==> src/rtl/mux_4_arbiter.sv <==
// mux_4_arbiter: round-robin, hold-limited arbiter that owns the mux_4 select and registers the granted beat
//   clk, rst_n               : clock, asynchronous active-low reset
//   req[3:0]                 : requests, bit0=a .. bit3=d
//   data_a..data_d           : requester data
//   gnt, sel                 : registered one-hot grant and matching mux select
//   out_data, out_valid      : registered data stream of the granted requester
//   busy                     : registered, high while a grant is held
module mux_4_arbiter #(
  parameter int WIDTH    = 4,
  parameter int HOLD_MAX = 4
) (
  input  logic             clk,
  input  logic             rst_n,
  input  logic [3:0]       req,
  input  logic [WIDTH-1:0] data_a,
  input  logic [WIDTH-1:0] data_b,
  input  logic [WIDTH-1:0] data_c,
  input  logic [WIDTH-1:0] data_d,
  output logic [3:0]       gnt,
  output logic [1:0]       sel,
  output logic [WIDTH-1:0] out_data,
  output logic             out_valid,
  output logic             busy
);
  typedef enum logic {IDLE, GRANT} state_t;
  state_t           state_q, state_d;
  logic [1:0]       ptr_q, ptr_d, sel_q, sel_d, scan, win;
  logic [3:0]       cnt_q, cnt_d, gnt_q, gnt_d;
  logic [WIDTH-1:0] od_q, od_d, own_data;
  logic             ov_q, ov_d, busy_q, busy_d, own_req, rel;
  always_comb begin
    own_data = sel_q == 2'd0 ? data_a : sel_q == 2'd1 ? data_b : sel_q == 2'd2 ? data_c : data_d;
    own_req  = req[sel_q];
    rel      = state_q == GRANT && (!own_req || cnt_q == 4'(HOLD_MAX));
    // a release re-arbitrates at the same edge starting just past the old owner
    scan     = rel ? sel_q + 2'd1 : ptr_q;
    win      = scan;
    for (int i = 3; i >= 0; i--)
      if (req[scan + 2'(i)]) win = scan + 2'(i);
    state_d = state_q;
    ptr_d   = ptr_q;
    cnt_d   = cnt_q;
    gnt_d   = gnt_q;
    sel_d   = sel_q;
    busy_d  = busy_q;
    ov_d    = state_q == GRANT && own_req;
    od_d    = ov_d ? own_data : od_q;
    if (state_q == IDLE || rel) begin
      if (rel) ptr_d = scan;
      if (|req) begin
        state_d = GRANT;
        gnt_d   = 4'b0001 << win;
        sel_d   = win;
        cnt_d   = 4'd1;
        busy_d  = 1'b1;
      end else if (rel) begin
        state_d = IDLE;
        gnt_d   = 4'b0000;
        cnt_d   = 4'd0;
        busy_d  = 1'b0;
      end
    end else begin
      cnt_d = cnt_q + 4'd1;
    end
  end
  always_ff @(posedge clk or negedge rst_n) begin
    if (!rst_n) begin
      state_q <= IDLE;
      ptr_q   <= 2'd0;
      cnt_q   <= 4'd0;
      gnt_q   <= 4'd0;
      sel_q   <= 2'd0;
      od_q    <= '0;
      ov_q    <= 1'b0;
      busy_q  <= 1'b0;
    end else begin
      state_q <= state_d;
      ptr_q   <= ptr_d;
      cnt_q   <= cnt_d;
      gnt_q   <= gnt_d;
      sel_q   <= sel_d;
      od_q    <= od_d;
      ov_q    <= ov_d;
      busy_q  <= busy_d;
    end
  end
  assign gnt       = gnt_q;
  assign sel       = sel_q;
  assign out_data  = od_q;
  assign out_valid = ov_q;
  assign busy      = busy_q;
endmodule

==> config.mk <==
export PLATFORM = sky130hd
export DESIGN_NAME = mux_4_arbiter
export DESIGN_NICKNAME = d
export VERILOG_FILES = /design/src/rtl/mux_4_arbiter.sv
export SDC_FILE = /design/constraint.sdc
export NUM_CORES = 1
export LEC_CHECK = 0
export CORE_MARGIN = 4
export CORE_UTILIZATION = 50
export CTS_BUF_LIST = sky130_fd_sc_hd__clkbuf_16
export CTS_CLUSTER_SIZE = 28
export DETAILED_ROUTE_END_ITERATION = 7
export GPL_ROUTABILITY_DRIVEN = 0
export PLACE_DENSITY_LB_ADDON = 0.2
export SLEW_MARGIN = 10
export SYNTH_ARGS = -nofsm -noshare
export SYNTH_HDL_FRONTEND = slang
export SYNTH_SLANG_ARGS = --single-unit
==> constraint.sdc <==
create_clock -name clk -period 4.1 [get_ports clk]
set_input_delay 1.23 -clock clk [delete_from_list [all_inputs] [get_ports clk]]
set_output_delay 1.23 -clock clk [all_outputs]
set_load 0.02 [all_outputs]
==> metrics.csv, run 1 <==
stage,metric,value,unit
route,wirelength,2.98,mm
final_layout,diodes,0,
synthesis,synth_top_area_share,37.8,%
timing,max-slew-margin-rel,44.5,%
route,dr.pass1.iters,4,
global_routing,grt_pass1_vias,1143,
hold_path,min_from,out_data[2],
synthesis,synth_area,1190,sq um
die,die_width,56.8,um
route,num_vias,1118,
global_routing,groute.layer.met3.usage,5.75,%
final_layout,syn2layout_area_growth,32.6,%
synthesis,ys.warnings.count,0,
clocking,clk_pin_slew,0.05,ns
synthesis,synth_cell_types,41,
clocking,clkLatencyLatePin,0.25,ns
route,drt_iter0_drc,17,
final_layout,fin_nets,191,
hold_path,holdPathEnd,out_data[2],
die,ios,34,
worst_setup_path,reg2regPathDepth,7,
final_layout,final_common_cell,clkdlybuf4s50_1,
final_layout,drive_above_1_share,9.82,%
global_routing,antenna_found_initial,0,
timing,finalWorstPathRequiredPeriod,3.36,ns
synthesis,ys_ff_latch,18,
outcome,status,finished clean,
clocking,cts_tree,done,
timing,slew_viol_final,0,
pwr,peakVddDrop,447,uV
worst_setup_path,path_class,input port to flop,
worst_setup_path,worstSetupStartpointType,input port,
synthesis,seq_area_frac_synth,37.8,%
global_routing,grt_max_degree,19,
pwr,p_leak,0.663,nW
route,drtAntennaViolNets,0,
route,vias_per_cell,5.85,
worst_setup_path,cp_max_fo,11,
die,placementRows,17,
hold_path,hold_class,flop to flop,
pwr,power,1.19,mW
global_routing,grt-ovfl-total,0,
hold_path,hold_depth,2,
timing,timing.fmax,0.298,GHz
final_layout,fill_cells,173,
clocking,cts_sinks,18,
timing,fin_tns_setup,0,ns
global_routing,met2_usage,34.8,%
place,portBuffers,33,
clocking,cts_setup_buffers,0,
synthesis,synth-edff-count,0,
worst_setup_path,crit_path_end_kind,flop,
worst_setup_path,timing.rr.end,gnt[0],
clocking,cts_made_buffers,3,
timing,rsz0062_at_grt,no,
global_routing,grt_pass1_wl,5.17,mm
global_routing,grt-busiest-layer,met2,
global_routing,grt_util_all_layers,20.2,%
synthesis,synth_nets,161,
synthesis,netlist_instances,134,
route,drc,0,
global_routing,met1_usage,23.8,%
worst_setup_path,r2r_slack,1.82,ns
die,start_util,53.3,%
die,fp.dieH,56.8,um
worst_setup_path,r2r-start,sel[1],
worst_setup_path,critPathArrivalTime,3.51,ns
clocking,root_buffer,clkbuf_16,
clocking,cts.path.max_buffers,2,
pwr,pwr_density_cell,753,nW/um^2
timing,setup_viol,0,
timing,finalHoldViolCount,0,
clocking,cts_hold_buf,0,
clocking,cts_max_level,1,
synthesis,avgSynthCellArea,8.89,sq um
place,dpl.hpwl,2.12,mm
synthesis,ys_async_sr_fraction,100,%
timing,clock_skew,0.00104,ns
timing,worst_pin_slew,0.830,ns
synthesis,synth_area_leaders,"dfrtp_1, a21oi_1, ha_1",
run,drv_cap,0,
worst_setup_path,crit_required,4.26,ns
die,core-area,2230,sq um
timing,post-route-period-util,81.9,%
route,wire_per_inst,15.6,um
die,dieArea,3230,sq um
clocking,post_cts_resized,0,
synthesis,synth_ff_type,dfrtp_1,
synthesis,yosysTopAreaCell,dfrtp_1,
final_layout,final_cell_mix,"clkdlybuf4s50_1, dfrtp_1, a21oi_1",
-- flip-flops by register name, indices dropped and copies added (netlist names) --
name       cells
ptr_q          2
out_data       4
cnt_q          4
gnt            4
sel            2
out_valid      1
busy           1
-- per-stage QoR --
step | instances | setup WS (ns) | cell area, sq um | hold WS (ns) | util [%]
final | 191 | 0.743 | 1580 | 0.487 | 70.7
after global routing | 191 | 0.560 | 1580 | 0.520 | 70.7
after CTS | 191 | 0.758 | 1580 | 0.491 | 70.7
after detailed placement | 187 | 0.544 | 1500 | 0.479 | 67.2
after global placement | 187 | 0.620 | 1500 | 0.464 | 67.2
after floorplan | 134 | 1.30 | 1190 | 0.498 | -
-- routing by layer --
layer  part of all wire (%)  wire length (um)
met1                     39              1180
met2                     50              1510
met3                    8.3               249
met4                    1.7                51
met5                      0                 0
-- power by group --
group	switching, mW	total [mW]	internal, mW
Sequential	0.0662	0.317	0.251
Combinational	0.382	0.677	0.294
Clock	0.0656	0.195	0.130
-- synthesized netlist by cell type (2+ instances only) --
library cell   n
nand2b_1       2
inv_1          5
nand3_1        2
clkbuf_2       2
nand2_1       16
o31ai_1        2
mux2_4         2
inv_2          3
o21ai_0       10
mux2i_1        4
ha_1           5
nor3_1         3
buf_4          2
a21oi_1       17
o21ai_1        3
buf_6          2
nor2_1        12
a211oi_1       2
dfrtp_1       18
-- cell families (layout without fill, tap and decap cells) --
group | after synthesis | after routing | synth area share (%)
mux | 8 | 8 | 8.93
simple gates | 44 | 44 | 17.1
flops | 18 | 18 | 37.8
buf+inv | 16 | 45 | 7.25
fa+ha+maj | 5 | 5 | 5.25
compound gates | 43 | 43 | 23.6
-- worst max-delay path by stage --
| stage | from | to | slack (ns) | depth (start not counted) |
|---|---|---|---|---|
| CTS | req[0] | gnt[0] | 0.76 | 8 |
| global placement | req[0] | gnt[0] | 0.62 | 8 |
| detailed placement | req[0] | gnt[1] | 0.54 | 8 |
| global route | req[0] | gnt[1] | 0.56 | 8 |
| finish | req[1] | gnt[0] | 0.74 | 8 |
| floorplan | req[0] | gnt[0] | 1.30 | 8 |
-- cell type report --
cell class	instances	area [sq um]	area share (%)
Multi-Input combinational cell	100	654	41.4
Sequential cell	18	450	28.5
Tap cell	28	35.0	2.22
Timing Repair Buffer	33	330	20.9
Inverter	8	30.0	1.90
Clock inverter	1	3.75	0.238
Clock buffer	3	75.1	4.75
-- worst max-delay path: stages --
cell and delay [ns]:
clkdlybuf4s50_1 0.61, mux2_4 0.38, o221ai_2 0.17, mux2i_2 0.48, inv_2 0.14, nor2_2 0.16, o21ai_1 0.10, a211oi_1 0.24
Power figures use the tool's default switching activity.
==> run 2: changes to the inputs <==
Settings changed: CORE_UTILIZATION 50 to 42.
Clock period 4.1 ns to 2.8 ns, I/O delays scaled along.
==> run 2 against run 1 <==
  * Sequential cell count is the same
  * Largest power group unchanged
  * Critical path type unchanged
  * Routed wire length decreased by 6.1%
  * Register-to-register slack worse by 1.2 ns
==> metrics.csv, run 2 (synthesis gave the netlist of run 1 again) <==
stage,metric,value,unit,change
final_layout,syn2layout_area_growth,41.5,%,was 32.6%
clocking,clkLatencyLatePin,0.25,ns,about the same
worst_setup_path,path_buf_inv,1,,was 2
worst_setup_path,path_cells,"clkdlybuf4s50_1, mux2_4, o221ai_2, mux2i_2, o21ai_0, nor3_1, a211oi_1",,"was clkdlybuf4s50_1, mux2_4, o221ai_2, mux2i_2, inv_2, nor2_2, o21ai_1, a211oi_1"
route,dr_wl_met3,181,um,was 249 um
worst_setup_path,crit_family,multiplexers,,unchanged
pwr,pwr_density_cell,1080,nW/um^2,was 753 nW/um^2
die,core-area,2730,sq um,was 2230 sq um
global_routing,grt-ovfl-total,0,,unchanged
final_layout,final_common_cell,clkdlybuf4s50_1,,unchanged
route,wire_per_inst,13.6,um,was 15.6 um
global_routing,grt_pass1_vias,1046,,was 1143
route,drt_iter0_drc,22,,was 17
pwr,p_leak,0.726,nW,was 0.663 nW
worst_setup_path,r2r-start,sel[1],,unchanged
route,wl_met1,1.15,mm,was 1.18 mm
worst_setup_path,path_class,input port to flop,,unchanged
worst_setup_path,timing.rr.end,gnt[0],,unchanged
final_layout,final_cell_mix,"clkdlybuf4s50_1, dfrtp_1, a21oi_1",,unchanged
pwr,peakVddDrop,748,uV,was 447 uV
route,dr.pass1.iters,4,,unchanged
timing,slew_viol_final,0,,unchanged
final_layout,finalInstanceArea,1690,sq um,was 1580 sq um
worst_setup_path,worstSetupStartpointType,input port,,unchanged
timing,post-route-period-util,94.1,%,
die,dieArea,3750,sq um,was 3230 sq um
die,fp.dieH,61.3,um,was 56.8 um
run,drv_cap,0,,unchanged
timing,timing.fmax,0.379,GHz,
die,start_util,43.6,%,was 53.3%
worst_setup_path,reg2regPathDepth,6,,was 7
pwr,p_sw,753,uW,was 514 uW
final_layout,diodes,0,,unchanged
timing,fin_tns_setup,0,ns,unchanged
global_routing,grt_util_all_layers,16.5,%,was 20.2%
clocking,post_cts_resized,0,,unchanged
clocking,cts_setup_buffers,0,,unchanged
timing,finalWorstPathRequiredPeriod,2.64,ns,
final_layout,fill_cells,248,,was 173
hold_path,holdPathEnd,out_data[2],,unchanged
pwr,p_comb_share,58.8,%,was 56.9%
final_layout,drive_above_1_share,16.0,%,was 9.82%
worst_setup_path,r2r_slack,0.62,ns,was 1.82 ns
pwr,p_sw_share,41.4,%,was 43.2%
place,portBuffers,33,,unchanged
die,ios,34,,unchanged
worst_setup_path,critPathArrivalTime,2.75,ns,was 3.51 ns
place,dpl.hpwl,2.19,mm,was 2.12 mm
final_layout,multi_input_area,654,sq um,unchanged
worst_setup_path,cp_max_fo,6,,was 11
timing,clock_skew,0.00387,ns,was 0.00104 ns
worst_setup_path,cpPeakStageDelay,0.43,ns,was 0.61 ns
hold_path,hold_depth,2,,unchanged
timing,fin_hold_ws,0.477,ns,was 0.487 ns
pwr,internal-power,1.07,mW,was 675 uW
route,num_vias,1117,,was 1118
global_routing,antenna_found_initial,0,,unchanged
clocking,root_buffer,clkbuf_16,,unchanged
timing,setup_viol,0,,unchanged
timing,max-slew-margin-rel,69.6,%,was 44.5%
pwr,clkPwrFrac,15.9,%,was 16.4%
die,placementRows,19,,was 17
worst_setup_path,cp_slowest_cell,clkdlybuf4s50_1,,unchanged
pwr,power,1.82,mW,was 1.19 mW
clocking,cts_sinks,18,,unchanged
route,drc,0,,unchanged
hold_path,hold_class,flop to flop,,unchanged
clocking,cts_made_buffers,3,,unchanged
worst_setup_path,crit_path_end_kind,flop,,unchanged
timing,rsz0062_at_grt,no,,unchanged
clocking,cts_hold_buf,0,,unchanged
clocking,cts.path.max_buffers,2,,unchanged
die,die_width,61.3,um,was 56.8 um
route,met2WireLength,1.37,mm,was 1.51 mm
clocking,cts_max_level,1,,unchanged
worst_setup_path,cp.depth,7,,was 8
clocking,cts_tree,done,,unchanged
route,drtAntennaViolNets,0,,unchanged
worst_setup_path,crit_required,2.92,ns,was 4.26 ns
pwr,seq_power_share,25.3,%,was 26.7%
route,vias_per_cell,5.42,,was 5.85
clocking,clk_pin_slew,0.05,ns,about the same
place,place_area,1610,sq um,was 1500 sq um
global_routing,grt_pass1_wl,4.54,mm,was 5.17 mm
hold_path,min_from,out_data[2],,unchanged
timing,worst_pin_slew,0.451,ns,was 0.830 ns
final_layout,register_area,450,sq um,unchanged
route,dr.max_layer_used,met4,,unchanged
global_routing,grt_max_degree,19,,unchanged
outcome,status,finished clean,,unchanged
final_layout,fin_nets,203,,was 191
timing,finalHoldViolCount,0,,unchanged
route,wirelength,2.80,mm,was 2.98 mm
## run 2: how the worst max path moves through the flow
stage                      start     end  slack (ns)
after global routing      req[0]  gnt[0]        0.09
after global placement    req[0]  sel[1]       -0.05
after floorplan           req[0]  gnt[0]        0.39
after CTS                 req[0]  gnt[0]        0.17
after detailed placement  req[0]  gnt[0]       -0.06
final                     req[0]  gnt[0]        0.16
## run 2: power groups by stage
stage	sequential (mW)	clock (mW)	combinational [mW]
floorplan	0.534	0	0.604
global placement	0.460	0	1.06
detailed placement	0.466	0	1.07
CTS	0.462	0.294	1.08
global route	0.480	0.307	1.19
finish	0.460	0.289	1.07
## run 2: per-stage QoR
step                      worst slack [ns]  cells  utilization, %
after floorplan                      0.387    134               -
after global placement             -0.0530    202            58.8
after detailed placement           -0.0636    202            58.8
after CTS                            0.174    206            61.6
after global routing                0.0917    206            61.6
final                                0.165    206            61.6
## run 2: final cells by class
cell class,count,area share (%)
Clock buffer,3,4.45
Clock inverter,1,0.223
Inverter,8,1.78
Multi-Input combinational cell,100,38.8
Sequential cell,18,26.7
Tap cell,31,2.30
Timing Repair Buffer,45,25.7
## run 2: layer usage
metal | vias to the layer above | track usage (%)
met2 | 43 | 26.7
met1 | 502 | 20.1
met4 | 0 | 9.91
met3 | 13 | 3.56
li1 | 559 | -
met5 | - | 0
## run 2: worst min-delay path, cell delays in order, from the launching register on
cell     delay (ns)
dfrtp_1        0.34
nand2_1        0.04
o21ai_0        0.06
